### src/rtl/count_ascii_sender_pkg.sv
// Shared types, constants and arithmetic helpers for the count-to-ASCII UART reporter.
package uart_report_pkg;

  typedef enum logic [1:0] {
    IDLE      = 2'd0,
    CONVERT   = 2'd1,
    START     = 2'd2,
    WAIT_DONE = 2'd3
  } state_t;

  localparam int          NUM_DIGITS = 4;
  localparam logic [7:0]  ASCII_ZERO = 8'h30;
  localparam logic [7:0]  ASCII_CR   = 8'h0D;
  localparam logic [7:0]  ASCII_LF   = 8'h0A;
  localparam logic [13:0] COUNT_MAX  = 14'd9999;

  // One double-dabble step: add 3 to every digit >= 5, then shift {bcd, bin} left by one.
  function automatic logic [29:0] dd_step(input logic [15:0] bcd, input logic [13:0] bin);
    logic [15:0] adj;
    adj = bcd;
    for (int d = 0; d < NUM_DIGITS; d++) begin
      if (adj[4*d +: 4] >= 4'd5) begin
        adj[4*d +: 4] = adj[4*d +: 4] + 4'd3;
      end
    end
    return {adj[14:0], bin, 1'b0};
  endfunction

  function automatic logic [13:0] saturate(input logic [13:0] value);
    return (value > COUNT_MAX) ? COUNT_MAX : value;
  endfunction

  function automatic logic [7:0] frame_byte(input logic [2:0] idx, input logic [15:0] bcd);
    logic [7:0] result;
    case (idx)
      3'd0:    result = ASCII_ZERO + {4'h0, bcd[15:12]};
      3'd1:    result = ASCII_ZERO + {4'h0, bcd[11:8]};
      3'd2:    result = ASCII_ZERO + {4'h0, bcd[7:4]};
      3'd3:    result = ASCII_ZERO + {4'h0, bcd[3:0]};
      3'd4:    result = ASCII_CR;
      3'd5:    result = ASCII_LF;
      default: result = ASCII_ZERO;
    endcase
    return result;
  endfunction

endpackage

### src/rtl/bin2bcd_seq.sv
// Iterative double-dabble converter: 14-bit binary to four BCD digits, one step per clock.
// The first step is applied on the start edge so the result settles 14 edges after start.
module bin2bcd_seq (
  input  logic        clk,
  input  logic        reset,
  input  logic        start,
  input  logic [13:0] bin,
  output logic [15:0] bcd,
  output logic        done
);
  import uart_report_pkg::*;

  logic [15:0] r_bcd;
  logic [13:0] r_bin;
  logic [3:0]  r_cnt;
  logic        r_active;
  logic        r_done;
  logic [29:0] w_first;
  logic [29:0] w_next;

  assign w_first = dd_step(16'h0000, bin);
  assign w_next  = dd_step(r_bcd, r_bin);
  assign bcd     = r_bcd;
  assign done    = r_done;

  // Shift/add-3 iteration engine with a one-cycle done pulse after the last step.
  always_ff @(posedge clk or posedge reset) begin
    if (reset) begin
      r_bcd    <= 16'h0000;
      r_bin    <= 14'd0;
      r_cnt    <= 4'd0;
      r_active <= 1'b0;
      r_done   <= 1'b0;
    end else begin
      r_done <= 1'b0;
      if (start) begin
        r_bcd    <= w_first[29:14];
        r_bin    <= w_first[13:0];
        r_cnt    <= 4'd13;
        r_active <= 1'b1;
      end else if (r_active) begin
        r_bcd <= w_next[29:14];
        r_bin <= w_next[13:0];
        r_cnt <= r_cnt - 4'd1;
        if (r_cnt == 4'd1) begin
          r_active <= 1'b0;
          r_done   <= 1'b1;
        end
      end
    end
  end

endmodule

### src/rtl/count_ascii_sender.sv
// Latches the counter on a trigger, converts it to decimal and streams the ASCII digits
// (optionally followed by CR LF) through the uart start/done handshake.
module count_ascii_sender #(
  parameter bit SEND_CRLF = 1'b1
) (
  input  logic        clk,
  input  logic        reset,
  input  logic        trigger,
  input  logic [13:0] count,
  input  logic        tx_busy,
  input  logic        tx_done,
  output logic        tx_start,
  output logic [7:0]  tx_data,
  output logic        busy
);
  import uart_report_pkg::*;

  localparam logic [2:0] LAST_IDX = SEND_CRLF ? 3'd5 : 3'd3;

  state_t      r_state;
  logic [2:0]  r_idx;
  logic        r_tx_start;
  logic [7:0]  r_tx_data;
  logic        r_busy;

  logic        w_accept;
  logic [13:0] w_sat;
  logic [15:0] w_bcd;
  logic        w_conv_done;
  logic [2:0]  w_next_idx;

  assign w_accept   = (r_state == IDLE) && trigger;
  assign w_sat      = saturate(count);
  assign w_next_idx = r_idx + 3'd1;

  assign tx_start = r_tx_start;
  assign tx_data  = r_tx_data;
  assign busy     = r_busy;

  bin2bcd_seq u_bin2bcd (
    .clk   (clk),
    .reset (reset),
    .start (w_accept),
    .bin   (w_sat),
    .bcd   (w_bcd),
    .done  (w_conv_done)
  );

  // Frame sequencer; a pending byte is issued on the same edge that makes it eligible.
  always_ff @(posedge clk or posedge reset) begin
    if (reset) begin
      r_state    <= IDLE;
      r_idx      <= 3'd0;
      r_tx_start <= 1'b0;
      r_tx_data  <= 8'h00;
      r_busy     <= 1'b0;
    end else begin
      r_tx_start <= 1'b0;
      case (r_state)
        IDLE: begin
          if (trigger) begin
            r_state <= CONVERT;
            r_busy  <= 1'b1;
            r_idx   <= 3'd0;
          end
        end
        CONVERT: begin
          if (w_conv_done) begin
            if (!tx_busy) begin
              r_tx_start <= 1'b1;
              r_tx_data  <= frame_byte(3'd0, w_bcd);
              r_state    <= WAIT_DONE;
            end else begin
              r_state <= START;
            end
          end
        end
        START: begin
          if (!tx_busy) begin
            r_tx_start <= 1'b1;
            r_tx_data  <= frame_byte(r_idx, w_bcd);
            r_state    <= WAIT_DONE;
          end
        end
        WAIT_DONE: begin
          if (tx_done) begin
            if (r_idx == LAST_IDX) begin
              r_state <= IDLE;
              r_busy  <= 1'b0;
              r_idx   <= 3'd0;
            end else begin
              r_idx <= w_next_idx;
              if (!tx_busy) begin
                r_tx_start <= 1'b1;
                r_tx_data  <= frame_byte(w_next_idx, w_bcd);
                r_state    <= WAIT_DONE;
              end else begin
                r_state <= START;
              end
            end
          end
        end
        default: begin
          r_state <= IDLE;
          r_busy  <= 1'b0;
          r_idx   <= 3'd0;
        end
      endcase
    end
  end

endmodule

### config.mk
export PLATFORM = sky130hd
export DESIGN_NAME = count_ascii_sender
export DESIGN_NICKNAME = d
export VERILOG_FILES = /design/src/rtl/count_ascii_sender_pkg.sv /design/src/rtl/bin2bcd_seq.sv /design/src/rtl/count_ascii_sender.sv
export SDC_FILE = /design/constraint.sdc
export NUM_CORES = 1
export LEC_CHECK = 0
export CAP_MARGIN = 0
export CORE_MARGIN = 5
export CORE_UTILIZATION = 39
export CTS_CLUSTER_DIAMETER = 60
export DETAILED_ROUTE_END_ITERATION = 7
export SLEW_MARGIN = 10
export SYNTH_ARGS = -nofsm -noshare
export SYNTH_HDL_FRONTEND = slang
export SYNTH_SLANG_ARGS = --single-unit
### constraint.sdc
create_clock -name clk -period 6.3 [get_ports clk]
set_input_delay 0.63 -clock clk [delete_from_list [all_inputs] [get_ports clk]]
set_output_delay 0.63 -clock clk [all_outputs]
set_load 0.02 [all_outputs]
==> summary.md, run 1 <==
| Metric | Value |
|---|---|
| CP peak stage delay | `0.82 ns` |
| Largest delay contributor family on the critical path | `flip-flops` |
| Reg2reg path depth | `8` |
| Largest net degree at the start of global routing | `48` |
| Nets | `359` |
| Post-CTS Resized | `0` |
| R2r setup slk | `3.75 ns` |
| Final instance area | `3290 µm²` |
| Crit. End Element | `flip-flop` |
| Drt wl/cell | `13.8 µm` |
| Die area | `9310 µm²` |
| RR Endpoint | `tx_data[3]` |
| Row Count | `31` |
| Cells after DPL | `421` |
| Sw Ratio | `0.426` |
| Cells after Synth | `315` |
| Number of global-route vias before repair | `2287` |
| Hold Vio Cnt, Final | `0` |
| Fin. max-slew vios | `0` |
| Post-synthesis instance area | `2920 µm²` |
| Total GRT Usage | `0.144` |
| Most used DFF post-synth | `dfrtp_1` |
| Switch Pwr | `0.000736 W` |
| Yosys cell types | `48` |
| Max VDD drop | `145 µV` |
| Initial cell density of the core | `0.402` |
| Warnings, synthesis | `0` |
| Non-filler cells, final | `428` |
| Worst skew pair latency | `0.30 ns` |
| Worst EP arrival | `2.74 ns` |
| FFs w/ async S/R, synth | `1.00` |
| Number of fill cells in the layout | `743` |
| CTS Sinks | `47` |
| RSZ-0062 raised after global routing | `no` |
| Slew @ Worst Pin | `0.988 ns` |
| Critical-path cell list | `nand2_1, inv_1, ha_1, and3b_1, o21ai_1, a31oi_1, a221o_1, mux2_2` |
| Worst Hold Launch | `tx_data[1]` |
| Die Ht | `96.5 µm` |
| Status | `finished clean` |
| Register area share after synthesis | `0.403` |
| Final setup vio count | `0` |
| Internal power | `0.000990 W` |
| First-pass GRT wire length | `10500 µm` |
| CP Launch Point | `r_idx[1]` |
| Pre-antenna DRT Iters | `4` |
| Slowest stage cell, crit path | `dfrtp_1` |
| Final period util | `0.404` |
| Worst hold path depth | `1` |
| Critical path type | `flip-flop to flip-flop` |
| Comb pwr share | `0.506` |
| Clock Skew | `0.00561 ns` |
| Largest fanout on the critical path | `22` |
| Core Region | `7250 µm²` |
| Setup TNS | `0 ns` |
| Ant diodes | `0` |
| Remaining antenna violation count | `0` |
| Grt ovf | `0` |
| Number of synthesized flops with an enable pin | `0` |
| Vias per cell | `5.29` |
| Clock slew at reported path FFs | `0.08 ns` |
| Initial antenna violation count | `0` |
| Share of cells above drive strength 1 | `0.0578` |
| CTS Buf Count | `5` |
| Hold_buf cts | `0` |
| TritonCTS clock tree | `done` |
| Drt initial violations | `84` |
| Leakage power | `1.52 nW` |
| CP Launch Type | `flip-flop` |
| Max-slew headroom | `0.341` |
| Min-Delay Path Class | `flip-flop to flip-flop` |
| Htree depth | `2` |
| Post-CTS Setup Bufs | `0` |
| Clock Path Buffers | `2` |
| # DRC | `0` |
| Setup WS pre-CTS | `3.81 ns` |
| Cell Pwr Density | `524 nW/µm²` |
| CP required | `6.49 ns` |
| Via count | `2264` |
| Max cap viols | `0` |
| Port bufs | `26` |
| Root Driver | `clkbuf_8` |
| Flops & latches, synth | `47` |
| Worst path bufs/invs | `1` |
| Fmax | `392 MHz` |
| P&R area growth vs syn | `12.9%` |
| Die W | `96.5 µm` |
| DRT Wirelength | `5910 µm` |
| Final estimated routing congestion in global placement | `0.830` |
| Clk network pwr share | `0.125` |
| Min cycle time layout | `2.55 ns` |
| R2R Path Start | `r_idx[1]` |
| I/O Pins | `29` |
| Final WS setup | `3.75 ns` |
| Hold EP | `tx_data[1]` |
| DPL Wire Length | `4100 µm` |
| Syn avg cell area | `9.26 µm²` |
| Post-DP Area | `3190 µm²` |
| Sequential fraction of design power | `0.369` |
[synth_stat cells, drive strengths merged, types with 5 or more instances]
cell type  count  share of area
xnor2          6          0.018
nand3          7          0.014
nor2          24          0.031
ha            11          0.047
a211oi         5          0.013
nand2         32          0.041
dfrtp         47           0.40
a21oi         19          0.033
buf           19          0.041
mux2i         30           0.10
o22ai          7          0.015
inv           21          0.027
nand2b        11          0.024
a2bb2oi        7          0.021
o21ai         18          0.031
mux2           6          0.024
[per-stage QoR]
stage                util  hold WS [ns]  power, W
CTS                 0.454         0.512   0.00174
global placement    0.440         0.489   0.00150
detailed placement  0.440         0.493   0.00152
finish              0.454         0.507   0.00173
floorplan               -         0.489   0.00133
global route        0.454         0.526   0.00190
[worst max-delay path by stage]
stage | endpoint | slack (ns) | cells after the start
2_1_floorplan | tx_data[3] | 4.17 | 11
3_3_place_gp | tx_data[3] | 3.87 | 8
3_5_place_dp | tx_data[3] | 3.81 | 8
4_1_cts | tx_data[3] | 3.78 | 8
5_1_grt | tx_data[3] | 3.57 | 8
6_report | tx_data[3] | 3.75 | 8
[layer usage]
layer | global-route usage | routed length, µm | vias up
met5 | 0 | 0 | -
met4 | 0.0537 | 81 | 0
met3 | 0.0302 | 306 | 7
met2 | 0.234 | 2770 | 52
met1 | 0.187 | 2750 | 1081
li1 | - | - | 1124
[sequential cells by signal (all words and copies together) (netlist names)]
| name | cells |
|---|---|
| busy | 1 |
| r_idx | 3 |
| r_state | 2 |
| tx_data | 5 |
| tx_start | 1 |
| u_bin2bcd.bcd | 16 |
| u_bin2bcd.done | 1 |
| u_bin2bcd.r_active | 1 |
| u_bin2bcd.r_bin | 13 |
| u_bin2bcd.r_cnt | 4 |
[cell type report]
type | instances | area [µm²] | area share
Clock inverter | 1 | 30.0 | 0.00912
Timing Repair Buffer | 28 | 275 | 0.0836
Clock buffer | 6 | 72.6 | 0.0220
Multi-Input combinational cell | 226 | 1540 | 0.467
Tap cell | 99 | 124 | 0.0376
Sequential cell | 47 | 1180 | 0.357
Inverter | 21 | 78.8 | 0.0239
[logic make-up after synthesis]
group                    after synthesis  synth area share
AO/OA/AOI/OAI                         77             0.173
XOR/XNOR                               8            0.0240
adder cells (fa/ha/maj)               11            0.0472
buffers and inverters                 43            0.0716
flip-flops                            47             0.403
multiplexers                          36             0.127
other                                  1           0.00129
AND/OR/NAND/NOR                       92             0.153
[cell usage in the layout (no fill, tap or decap), types with 10 or more instances in the layout]
cell type        count
ha_1                11
dfrtp_1             47
nand2_1             32
o21ai_0             16
a21oi_1             19
nand2b_1            10
nor2_1              24
clkdlybuf4s50_1     26
inv_1               20
mux2i_1             30
[power by group through the flow]
stage	Clock, W	Sequential [W]	Combinational [W]
floorplan	0	0.000568	0.000764
global placement	0	0.000638	0.000861
detailed placement	0	0.000642	0.000877
CTS	0.000223	0.000637	0.000881
global route	0.000234	0.000667	0.000995
finish	0.000216	0.000637	0.000872
Power figures use the tool's default switching activity.
==> run 2, diff against run 1 <==
==> constraint.sdc (replaced) <==
create_clock -name clk -period 2.1 [get_ports clk]
set_input_delay 0.21 -clock clk [delete_from_list [all_inputs] [get_ports clk]]
set_output_delay 0.21 -clock clk [all_outputs]
set_load 0.02 [all_outputs]
==> summary.md, run 2 (synthesis results as in run 1) <==
| Metric | Value |
|---|---|
| Status | `finished clean` |
| Critical-path cell list | `nand2_1, inv_1, ha_1, and3b_1, o21ai_1, a31oi_1, a221o_1, mux2_2` |
| Min cycle time layout | `1.89 ns (-0.654 ns)` |
| Final estimated routing congestion in global placement | `0.857 (+3.2%)` |
| CP peak stage delay | `0.38 ns (-0.44 ns)` |
| Core Region | `7250 µm² (unchanged)` |
| Largest register FFs | `16 (unchanged)` |
| Cell Pwr Density | `1550 nW/µm² (+200%)` |
| Share of cells above drive strength 1 | `0.0912 (+0.0334)` |
| Row Count | `31 (unchanged)` |
| Drt initial violations | `82 (-2.4%)` |
| Remaining antenna violation count | `0 (unchanged)` |
| Grt ovf | `0 (unchanged)` |
| Final period util | `0.902 (+0.498)` |
| Vias per cell | `5.23 (-1.1%)` |
| Largest net degree at the start of global routing | `48 (unchanged)` |
| Critical path type | `flip-flop to flip-flop` |
| First-pass GRT wire length | `10400 µm (-1.4%)` |
| Die area | `9310 µm² (unchanged)` |
| Slew @ Worst Pin | `0.604 ns (-0.384 ns)` |
| Worst EP arrival | `2.08 ns (-0.66 ns)` |
| Port bufs | `26 (unchanged)` |
| Initial antenna violation count | `0 (unchanged)` |
| Clock slew at reported path FFs | `0.09 ns (about the same)` |
| Ant diodes | `0 (unchanged)` |
| Worst skew pair latency | `0.30 ns (about the same)` |
| CTS Buf Count | `5 (unchanged)` |
| Hold Vio Cnt, Final | `0 (unchanged)` |
| Setup TNS | `0 ns (unchanged)` |
| Leakage power | `1.57 nW (+3.1%)` |
| DRT Wirelength | `5970 µm (+1.1%)` |
| Post-DP Area | `3270 µm² (+2.4%)` |
| Die Ht | `96.5 µm (unchanged)` |
| Final instance area | `3370 µm² (+2.3%)` |
| RSZ-0062 raised after global routing | `no` |
| Htree depth | `2 (unchanged)` |
| TritonCTS clock tree | `done` |
| Hold_buf cts | `0 (unchanged)` |
| Via count | `2296 (+1.4%)` |
| Pre-antenna DRT Iters | `4 (unchanged)` |
| Largest delay contributor family on the critical path | `compound AO/OA/AOI/OAI gates` |
| Fin util | `0.465 (+0.0105)` |
| Nets | `369 (+2.8%)` |
| Max-slew headroom | `0.597 (+0.257)` |
| Max cap viols | `0 (unchanged)` |
| Final setup vio count | `0 (unchanged)` |
| Initial cell density of the core | `0.402 (unchanged)` |
| Post-CTS Resized | `0 (unchanged)` |
| Max VDD drop | `492 µV (+240%)` |
| # DRC | `0 (unchanged)` |
| Most frequent cells in the layout | `dfrtp_1, nand2_1, mux2i_1, clkdlybuf4s50_1, nor2_1` |
| Worst hold slack | `0.390 ns (-0.117 ns)` |
| Total GRT Usage | `0.143 (-0.000981)` |
| Root Driver | `clkbuf_8` |
| Worst path bufs/invs | `1 (unchanged)` |
| Fmax | `528 MHz (+34%)` |
| Fin. max-slew vios | `0 (unchanged)` |
| CTS Sinks | `47 (unchanged)` |
| CP Launch Type | `flip-flop` |
| Crit. End Element | `flip-flop` |
| Die W | `96.5 µm (unchanged)` |
| Slowest stage cell, crit path | `dfrtp_1` |
| Clock Path Buffers | `2 (unchanged)` |
| Min-Delay Path Class | `input pin to asynchronous set/reset pin` |
| Largest fanout on the critical path | `5 (-77%)` |
| DPL Wire Length | `4390 µm (+7.0%)` |
| Post-CTS Setup Bufs | `0 (unchanged)` |
| Clock Skew | `0.00405 ns (-0.00156 ns)` |
| P&R area growth vs syn | `15.5%` |
| I/O Pins | `29 (unchanged)` |
| CP required | `2.29 ns (-4.20 ns)` |
| Number of global-route vias before repair | `2207 (-3.5%)` |
| Commonest non-fill, non-tap cell in the layout | `dfrtp_1` |
| Drt wl/cell | `13.6 µm (-1.4%)` |
-- run 2: changes by cell type in the layout (fill, tap and decap cells not counted), sizes merged --
| cell | previous run | this run |
|---|---|---|
| clkinvlp | 0 | 1 |
| bufinv | 1 | 0 |
| buf | 2 | 12 |
| clkbuf | 6 | 7 |
-- run 2: per-stage QoR --
step	total power, W	cells	setup WS [ns]
after floorplan	0.00401	316	0.0150
after global placement	0.00461	431	0.246
after detailed placement	0.00467	431	0.224
after CTS	0.00529	439	0.208
after global routing	0.00578	439	0.00995
final	0.00524	439	0.205
-- run 2: path summary, 6_finish.rpt --
| path | slack (ns) | endpoint | from | depth (start not counted) |
|---|---|---|---|---|
| setup / recovery | 0.21 | tx_data[3] | r_idx[1] | 8 |
| hold / removal | 0.39 | u_bin2bcd.r_cnt[3] | reset | 3 |
| setup reg to reg | 0.21 | tx_data[3] | r_idx[1] | 8 |
| hold reg to reg | 0.51 | tx_data[0] | tx_data[0] | 1 |
| max in group asynchronous | 1.31 | u_bin2bcd.bcd[13] | reset | 3 |
| min in group clk | 0.48 | u_bin2bcd.r_bin[4] | count[3] | 2 |
-- run 2: cell type report --
cell class / count / area, µm²
Timing Repair Buffer: 38 / 350
Multi-Input combinational cell: 226 / 1540
Fill cell: 738 / 3880
Tap cell: 99 / 124
Sequential cell: 47 / 1180
Inverter: 21 / 78.8
Clock inverter: 1 / 7.51
Clock buffer: 7 / 96.3
-- run 2: layer usage --
| layer | track usage | wire, µm |
|---|---|---|
| met1 | 0.193 | 2930 |
| met4 | 0.0607 | 132 |
| met2 | 0.220 | 2660 |
| met3 | 0.0294 | 250 |
| met5 | 0 | 0 |
-- run 2: power breakdown --
| part | switching (W) | total, W | leakage, nW | internal, W |
|---|---|---|---|---|
| registers | 0.000422 | 0.00175 | 0.578 | 0.00133 |
| logic | 0.00151 | 0.00289 | 0.937 | 0.00138 |
| clock network | 0.000303 | 0.000602 | 0.0505 | 0.000300 |
| total | 0.00223 | 0.00524 | 1.57 | 0.00301 |
-- run 2: tightest hold or removal path, cell delays in order --
cell	delay, ns
clkdlybuf4s50_1	0.41
inv_2	0.05
buf_4	0.50
